[config.mk]
export PLATFORM = sky130hd
export DESIGN_NAME = serial_add_sequencer_flat
export DESIGN_NICKNAME = d
export VERILOG_FILES = /design/src/rtl/serial_add_sequencer_pkg.sv /design/src/rtl/serial_add_sequencer_if.sv /design/src/rtl/serial_add_sequencer_full_adder.sv /design/src/rtl/serial_add_sequencer.sv /design/src/flat_wrapper.sv
export SDC_FILE = /design/constraint.sdc
export NUM_CORES = 1
export LEC_CHECK = 0
export BUFFER_PORTS_ARGS = -buffer_cell sky130_fd_sc_hd__buf_4
export CAP_MARGIN = 20
export CORE_ASPECT_RATIO = 1.5
export CORE_UTILIZATION = 40
export DETAILED_ROUTE_END_ITERATION = 12
export GPL_TIMING_DRIVEN = 0
export HOLD_SLACK_MARGIN = 0.1
export SYNTH_ARGS = -nofsm -noshare
export SYNTH_HDL_FRONTEND = slang
export SYNTH_SLANG_ARGS = --single-unit
[constraint.sdc]
create_clock -name clk -period 1.5 [get_ports clk]
set_input_delay 0.15 -clock clk [delete_from_list [all_inputs] [get_ports clk]]
set_output_delay 0.15 -clock clk [all_outputs]
set_load 0.03 [all_outputs]
[src/rtl/serial_add_sequencer_pkg.sv]
// Shared definitions for the bit-serial add/sub sequencer: state encodings,
// default sizing and the signed-overflow helper.
package serial_add_sequencer_pkg;

    localparam int SAS_DEFAULT_WIDTH = 32;
    localparam int SAS_DEFAULT_CNT_W = 6;

    typedef enum logic [1:0] {
        SAS_IDLE = 2'b00,
        SAS_RUN  = 2'b01,
        SAS_DONE = 2'b10
    } sas_state_t;

    // Signed overflow of a two's complement add is the disagreement between
    // the carry entering the MSB and the carry leaving it.
    function automatic logic sas_overflow(input logic carry_into_msb, input logic carry_out_msb);
        return carry_into_msb ^ carry_out_msb;
    endfunction

endpackage

[src/rtl/serial_add_sequencer_if.sv]
// Request/result bundle between a client and the serial add/sub sequencer.
// The client (master) drives the operands and start strobe; the sequencer
// (slave) returns status and the registered result.
interface serial_add_sequencer_if
    import serial_add_sequencer_pkg::*;
#(
    parameter int WIDTH = SAS_DEFAULT_WIDTH
);

    logic             start;
    logic             sub;
    logic [WIDTH-1:0] a;
    logic [WIDTH-1:0] b;
    logic             busy;
    logic             done;
    logic [WIDTH-1:0] sum;
    logic             co;
    logic             ovf;

    modport master (
        output start, sub, a, b,
        input  busy, done, sum, co, ovf
    );

    modport slave (
        input  start, sub, a, b,
        output busy, done, sum, co, ovf
    );

endinterface

[src/rtl/serial_add_sequencer_full_adder.sv]
// One-bit full adder built from two half adders with their carries ORed.
// This is the single arithmetic cell the sequencer reuses on every bit step.
module half_adder (
    input  logic a,
    input  logic b,
    output logic s,
    output logic c
);

    assign s = a ^ b;
    assign c = a & b;

endmodule

module full_adder_1bit (
    output logic s,
    output logic co,
    input  logic a,
    input  logic b,
    input  logic ci
);

    logic s1;
    logic c1;
    logic c2;

    half_adder u_ha0 (
        .a (a),
        .b (b),
        .s (s1),
        .c (c1)
    );

    half_adder u_ha1 (
        .a (s1),
        .b (ci),
        .s (s),
        .c (c2)
    );

    assign co = c1 | c2;

endmodule

[src/rtl/serial_add_sequencer.sv]
// Bit-serial adder/subtractor. Operands are captured on an accepted start,
// then one bit per clock passes through a shared full-adder cell, LSB first,
// with the carry held in a flip-flop between steps. The result bits enter the
// sum register from the MSB side so that after WIDTH steps the word is aligned.
// Subtraction is A + ~B + 1, the +1 coming from the preset carry.
module serial_add_sequencer
    import serial_add_sequencer_pkg::*;
#(
    parameter int WIDTH = SAS_DEFAULT_WIDTH,
    parameter int CNT_W = SAS_DEFAULT_CNT_W
) (
    input logic                  clk,
    input logic                  rst,
    serial_add_sequencer_if.slave bus
);

    localparam logic [CNT_W-1:0] LAST_BIT = CNT_W'(WIDTH - 1);

    sas_state_t       state;
    sas_state_t       state_n;
    logic [WIDTH-1:0] op_a;
    logic [WIDTH-1:0] op_a_n;
    logic [WIDTH-1:0] op_b;
    logic [WIDTH-1:0] op_b_n;
    logic             carry;
    logic             carry_n;
    logic [CNT_W-1:0] cnt;
    logic [CNT_W-1:0] cnt_n;
    logic [WIDTH-1:0] sum_q;
    logic [WIDTH-1:0] sum_n;
    logic             co_q;
    logic             co_n;
    logic             ovf_q;
    logic             ovf_n;

    logic             fa_s;
    logic             fa_c;

    full_adder_1bit u_fa (
        .s  (fa_s),
        .co (fa_c),
        .a  (op_a[0]),
        .b  (op_b[0]),
        .ci (carry)
    );

    // State and datapath registers; reset abandons any operation in flight.
    always_ff @(posedge clk) begin
        if (rst) begin
            state <= SAS_IDLE;
            op_a  <= '0;
            op_b  <= '0;
            carry <= 1'b0;
            cnt   <= '0;
            sum_q <= '0;
            co_q  <= 1'b0;
            ovf_q <= 1'b0;
        end else begin
            state <= state_n;
            op_a  <= op_a_n;
            op_b  <= op_b_n;
            carry <= carry_n;
            cnt   <= cnt_n;
            sum_q <= sum_n;
            co_q  <= co_n;
            ovf_q <= ovf_n;
        end
    end

    // Next-state and datapath update: capture in IDLE, one bit per cycle in RUN,
    // a single cycle of DONE before returning to IDLE.
    always_comb begin
        state_n = state;
        op_a_n  = op_a;
        op_b_n  = op_b;
        carry_n = carry;
        cnt_n   = cnt;
        sum_n   = sum_q;
        co_n    = co_q;
        ovf_n   = ovf_q;

        case (state)
            SAS_IDLE: begin
                if (bus.start) begin
                    op_a_n  = bus.a;
                    op_b_n  = bus.sub ? ~bus.b : bus.b;
                    carry_n = bus.sub;
                    cnt_n   = '0;
                    sum_n   = '0;
                    state_n = SAS_RUN;
                end
            end
            SAS_RUN: begin
                sum_n   = (sum_q >> 1) | (WIDTH'(fa_s) << (WIDTH - 1));
                op_a_n  = op_a >> 1;
                op_b_n  = op_b >> 1;
                carry_n = fa_c;
                cnt_n   = cnt + CNT_W'(1);
                if (cnt == LAST_BIT) begin
                    co_n    = fa_c;
                    ovf_n   = sas_overflow(carry, fa_c);
                    state_n = SAS_DONE;
                end
            end
            SAS_DONE: begin
                state_n = SAS_IDLE;
            end
            default: begin
                state_n = SAS_IDLE;
            end
        endcase
    end

    assign bus.busy = (state == SAS_RUN) || (state == SAS_DONE);
    assign bus.done = (state == SAS_DONE);
    assign bus.sum  = sum_q;
    assign bus.co   = co_q;
    assign bus.ovf  = ovf_q;

endmodule

[src/flat_wrapper.sv]
// flat-port wrapper written by rule: the top's interface ports become plain ports
module serial_add_sequencer_flat import serial_add_sequencer_pkg::*;
#(
    parameter int WIDTH = SAS_DEFAULT_WIDTH,
    parameter int CNT_W = SAS_DEFAULT_CNT_W
)
  (clk, rst, bus_start, bus_sub, bus_a, bus_b, bus_busy, bus_done, bus_sum, bus_co, bus_ovf);
  serial_add_sequencer_if #(.WIDTH(WIDTH)) bus_i ();
  input logic clk;
  input logic rst;
  input wire logic [$bits(bus_i.start)-1:0] bus_start;
  input wire logic [$bits(bus_i.sub)-1:0] bus_sub;
  input wire logic [$bits(bus_i.a)-1:0] bus_a;
  input wire logic [$bits(bus_i.b)-1:0] bus_b;
  output wire logic [$bits(bus_i.busy)-1:0] bus_busy;
  output wire logic [$bits(bus_i.done)-1:0] bus_done;
  output wire logic [$bits(bus_i.sum)-1:0] bus_sum;
  output wire logic [$bits(bus_i.co)-1:0] bus_co;
  output wire logic [$bits(bus_i.ovf)-1:0] bus_ovf;
  assign bus_i.start = bus_start;
  assign bus_i.sub = bus_sub;
  assign bus_i.a = bus_a;
  assign bus_i.b = bus_b;
  assign bus_busy = bus_i.busy;
  assign bus_done = bus_i.done;
  assign bus_sum = bus_i.sum;
  assign bus_co = bus_i.co;
  assign bus_ovf = bus_i.ovf;
  serial_add_sequencer #(.WIDTH(WIDTH), .CNT_W(CNT_W)) u_core (.clk(clk), .rst(rst), .bus(bus_i));
endmodule
Word level (Yosys, flattened, before mapping)
Index checks and enable logic that the tools add are counted.
{"block": "word_totals", "word_cells": 42, "out_inout_bits": 36, "reg_bits": 107}
{"block": "op_classes", "eq_ne": 5, "addsub": 1, "bitwise": 8, "n_reduce_logical": 6, "muxes": 14}
{"op": "$pmux W32 S2", "n": 3}
{"op": "$mux W32", "n": 4}
{"op": "$not A32 Y32", "n": 1}
{"op": "$or A31 B32 Y32", "n": 1}
{"op": "$pmux W6 S2", "n": 1}
{"op": "$add A6 B1 Y6 const B", "n": 1}
{"op": "$eq A6 B5 Y1 const B", "n": 1}
{"op": "$mux W6", "n": 1}
{"op": "$reduce_and A2 Y1", "n": 3}
{"op": "$mux W2", "n": 2}
{"op": "$pmux W2 S2", "n": 1}
{"op": "$xor A1 B1 Y1", "n": 3}
{"op": "$and A1 B1 Y1", "n": 2}
{"op": "$eq A2 B1 Y1 const B", "n": 1}
{"op": "$eq A2 B2 Y1 const B", "n": 1}
{"op": "$logic_not A2 Y1", "n": 1}
{"op": "$ne A2 B1 Y1 const B", "n": 1}
{"op": "$ne A2 B2 Y1 const B", "n": 1}
{"op": "$pmux W1 S2", "n": 1}
{"op": "$reduce_bool A2 Y1", "n": 1}
{"op": "$logic_or A1 B1 Y1", "n": 1}
{"op": "$mux W1", "n": 1}
{"op": "$or A1 B1 Y1", "n": 1}

Logic depth before layout (Yosys ltp)
{"block": "logic_depth", "word_depth": 4, "mapped_depth": 8}

By module
From an unflattened synthesis, not the netlist that was laid out.
{"block": "unflattened", "cells_unflattened": 525, "hier_area_um2": 4822.1}
{"module": "serial_add_sequencer", "cells_per_inst": 522, "seq_area_each_um2": 2142.1, "n_inst": 1, "area_per_inst_um2": 4790.8}
{"module": "half_adder", "cells_per_inst": 1, "seq_area_each_um2": 0.0, "n_inst": 2, "area_per_inst_um2": 12.5}
{"module": "full_adder_1bit", "cells_per_inst": 1, "seq_area_each_um2": 0.0, "n_inst": 1, "area_per_inst_um2": 6.3}

Worst setup path after synthesis
Ideal clock, no wire load.
{"block": "synth_timing", "kind": "flip-flop to flip-flop", "startpoint": "register u_core.state[0]", "endpoint": "register u_core.op_a[19]", "required_time_ps": 1419, "n_path_buf": 3, "setup_ps": 81, "slack_ps": -87, "synth_period_minus_slack_ps": 1587, "arrival_ps": 1506, "path_stages_with_launch": 8, "path_cell_list": "dfxtp_1 inv_1 ha_1 mux2_4 buf_6 buf_6 buf_6 a211oi_2"}
{"block": "synth_via", "elab_chain_len": 3}
{"element": "start: declaration", "line_no": "serial_add_sequencer.sv:19", "rtl": "sas_state_t state;"}
{"element": "start signal: assignment", "line_no": "serial_add_sequencer.sv:59", "rtl": "state <= state_n;"}
{"element": "$eq A2 B1 Y1 or $logic_not A2 Y1 (tied branches)", "line_no": "serial_add_sequencer.sv:82", "rtl": "case (state)"}
{"element": "$reduce_bool A2 Y1 (no source line) or $ne A2 B2 Y1 (tied branches)"}
{"element": "$reduce_and A2 Y1 (no source line)"}
{"element": "end signal: assignment", "line_no": "serial_add_sequencer.sv:60", "rtl": "op_a <= op_a_n;"}
{"element": "end: declaration", "line_no": "serial_add_sequencer.sv:21", "rtl": "logic [WIDTH-1:0] op_a;"}
Several ways; a longest one is shown, not always the timed one.
A chain may end at the register's enable or synchronous reset.

Worst setup path in the final report
{"block": "layout_timing", "startpoint": "register u_core.state[0]", "endpoint": "register u_core.op_a[15]"}
The elaborated chain is that of the path after synthesis.

==> out/metrics.json <==
{
  "outcome": "complete, but fails checks",
  "violations_in_the_final_reports": "negative setup slack",
  "netlist.top_cell.by_area": "sky130_fd_sc_hd__dfxtp_1",
  "dp_hpwl_um": 8320,
  "max-cap-violations": 0,
  "worst_path_max_delay_cell": "sky130_fd_sc_hd__dfxtp_4",
  "floorplan.rows": 48,
  "synth-main-ff-cell": "sky130_fd_sc_hd__dfxtp_1",
  "irDropWorstVdd_mv": 0.587,
  "grt.total_usage": 0.190,
  "slew_viol_final": 0,
  "io_buffers": 101,
  "fillCellCount": 1055,
  "synth_mux_area_frac": 0.0725,
  "detailedPlace.worstSlack_ns": -0.291,
  "adder_and_majority_gate_portion_of_the_synthesized_area": 0.0146,
  "longest_clk_path_bufs": 2,
  "worst-slew-pin-transition_ns": 0.675,
  "design_power_total_mw": 7.29,
  "timing.critical_path.max_delay_family": "buffers and inverters",
  "postSynthNetCount": 600,
  "drive_gt1_frac": 0.379,
  "num_vias": 4197,
  "routed_wirelength_um": 12100,
  "synth.yosys.seq_area_share": 0.445,
  "drt_pre_antenna_iters": 4,
  "postLayoutSetupSlackWorst_ns": -0.0688,
  "drt-wirelength-per-cell_um": 15.0,
  "netlist_area_um2": 4810,
  "power_density_nw_per_um2": 1080,
  "seq_cell_area_um2": 2150,
  "antenna_violations_before_repair": 0,
  "crit_path_cell_trace": "inv_4 -> ha_4 -> mux2_4 -> buf_8 -> clkbuf_16 -> a211oi_2",
  "post-synth-top-area-fraction": 0.445,
  "layout_common_cells": "sky130_fd_sc_hd__buf_4, sky130_fd_sc_hd__dfxtp_1, sky130_fd_sc_hd__nor2_1",
  "ys_seq_elements": 107,
  "hold_class": "primary input to flop",
  "mostFrequentLayoutCell": "sky130_fd_sc_hd__buf_4",
  "floorplan.die_area_um2": 12500,
  "number_of_standard_cells_after_synthesis": 527,
  "timing.clock.skew_ns": 0.00562,
  "layout_min_cycle_time_ns": 1.57,
  "n_antenna_cell": 0,
  "crit_buf_inv": 3,
  "remaining_drc_errors": 0,
  "pin_count": 104,
  "timing.critical_path.to_type": "flop",
  "startpoint_to_endpoint_class_of_the_critical_path": "flop to flop",
  "grt_setup_unrepaired": "true",
  "cp.arrival_ns": 1.83,
  "crit_path_start_kind": "flop",
  "area_growth_pct": 39.6,
  "cts-htree-levels": 3,
  "core-area_um2": 11600,
  "asyncSetResetFlopFracSynth": 0,
  "grt_start_max_net_pins": 16,
  "gpl.final_weighted_congestion": 0.768,
  "dr.first_iter.drc_count": 151,
  "tritoncts_num_sinks": 107,
  "numCtsBuffers": 9,
  "finalSetupViolCount": 49,
  "clock_tree.root_cell": "sky130_fd_sc_hd__clkbuf_16",
  "synth-edff-count": 0,
  "detail_route.vias_per_cell": 5.19,
  "source_to_sink_clock_delay_at_the_later_pin_of_the_worst_skew_pair_ns": 0.35,
  "floorplan.die.height_um": 136,
  "synth_top_family_by_area": "compound AO/OA/AOI/OAI gates",
  "synth_compound_area_frac": 0.219,
  "grt_pass1_wl_um": 18900,
  "timing.slew.headroom": 0.550,
  "ys_top_cells_by_area": "sky130_fd_sc_hd__dfxtp_1, sky130_fd_sc_hd__mux2i_1, sky130_fd_sc_hd__xnor2_1",
  "largest_fanout_of_any_net_on_the_critical_path": 6,
  "cpPeakStageDelay_ns": 0.37,
  "timing.fmax_mhz": 637,
  "tritoncts": "done",
  "yosysWarningCount": 0,
  "cellLeakagePower_nw": 2.62,
  "drtAntennaViolNets": 0,
  "synthSimpleGateAreaFrac": 0.119,
  "synthesis.area_per_instance_um2": 9.13,
  "die_outline_width_um": 91.6,
  "grt.overflow.total": 0,
  "hold_ws_ns": 0.133,
  "grt_pass1_vias": 4085,
  "multi_input_comb_area_um2": 2670,
  "final_min_period_over_clock_period": 1.05,
  "post_synth_xor_area_fraction": 0.0673,
  "starting_density_of_the_core": 0.415,
  "cts.clk_slew.worst_paths_ns": 0.07,
  "synthDistinctLibCells": 31,
  "finish.net_count": 727,
  "worstPathRequired_ns": 1.76,
  "timing_hold_violations_final": 0
}
[worst paths after layout]
path | start | end | slack (ns) | cells past startpoint
hold / removal | bus_b[31] | u_core.op_b[31] | 0.13 | 4
setup reg to reg | u_core.state[0] | u_core.op_a[15] | -0.07 | 6
hold reg to reg | u_core.op_b[7] | u_core.op_b[7] | 0.45 | 2
setup / recovery | u_core.state[0] | u_core.op_a[15] | -0.07 | 6
[final cells by class]
type                            instances  share of cell area
Clock inverter                          2             0.00894
Multi-Input combinational cell        364               0.397
Timing Repair Buffer                  117               0.144
Sequential cell                       107               0.319
Tap cell                              150              0.0279
Inverter                                8             0.00484
Clock buffer                           14              0.0363
Buffer                                 47              0.0607
[synth_stat cells, drive strengths merged, types with 3 or more instances]
cell    instances
dfxtp         107
nor2           70
nand2          68
a21oi          38
a211oi         33
a22oi          33
mux2i          33
o211ai         32
xnor2          32
buf            27
clkbuf         22
inv             8
xor2            5
ha              4
nand3           3
nand4           3
[kinds of logic (layout without fill, tap and decap cells)]
logic type	Yosys count	count (layout)
AO/OA/AOI/OAI	140	140
XOR/XNOR	37	37
adder cells (fa/ha/maj)	5	5
buffers and inverters	57	188
flip-flops	107	107
multiplexers	34	35
AND/OR/NAND/NOR	147	147
[metrics by stage]
stage | setup TNS [ns] | instance area [um^2] | std cells | util
finish | -1.26 | 6720 | 809 | 0.580
floorplan | 0 | 4840 | 527 | -
global route | -5.84 | 6720 | 809 | 0.580
global placement | -13.28 | 5790 | 778 | 0.499
CTS | -1.41 | 6360 | 802 | 0.549
detailed placement | -16.14 | 5790 | 778 | 0.499
[worst register-to-register path, cell delays in order (launching register included)]
cell	delay, ns
sky130_fd_sc_hd__dfxtp_4	0.37
sky130_fd_sc_hd__inv_4	0.07
sky130_fd_sc_hd__ha_4	0.19
sky130_fd_sc_hd__mux2_4	0.37
sky130_fd_sc_hd__buf_8	0.17
sky130_fd_sc_hd__clkbuf_16	0.16
sky130_fd_sc_hd__a211oi_2	0.17
[flip-flops by register name, indices dropped and copies added (netlist names)]
register	flops
u_core.cnt	6
u_core.op_b	32
u_core.bus.ovf	1
u_core.op_a	32
u_core.carry	1
u_core.state	2
u_core.bus.co	1
u_core.bus.sum	32
[where the power goes]
part / switching, mW / internal, mW / total [mW] / leakage [nW]
sequential: 0.120 / 3.05 / 3.17 / 0.877
clock: 1.02 / 1.47 / 2.48 / 0.145
combinational: 0.821 / 0.814 / 1.63 / 1.60
[layer usage]
metal / part of all wire / track usage / up-vias
met2: 0.54 / 0.346 / 90
met4: 0.016 / 0.0820 / 0
met3: 0.041 / 0.0336 / 13
met1: 0.41 / 0.216 / 1999
li1: - / - / 2095
met5: 0 / 0 / -
[what timing repair did]
action,4_1_cts,5_1_grt
gates resized for setup,54,74
cloned,4,4
setup buffers,5,3
pin swaps,1,48
hold endpoints to repair,1,0
hold buffers,1,0
setup endpoints to repair,99,104
Note: power is estimated with default switching activity, not from simulation.
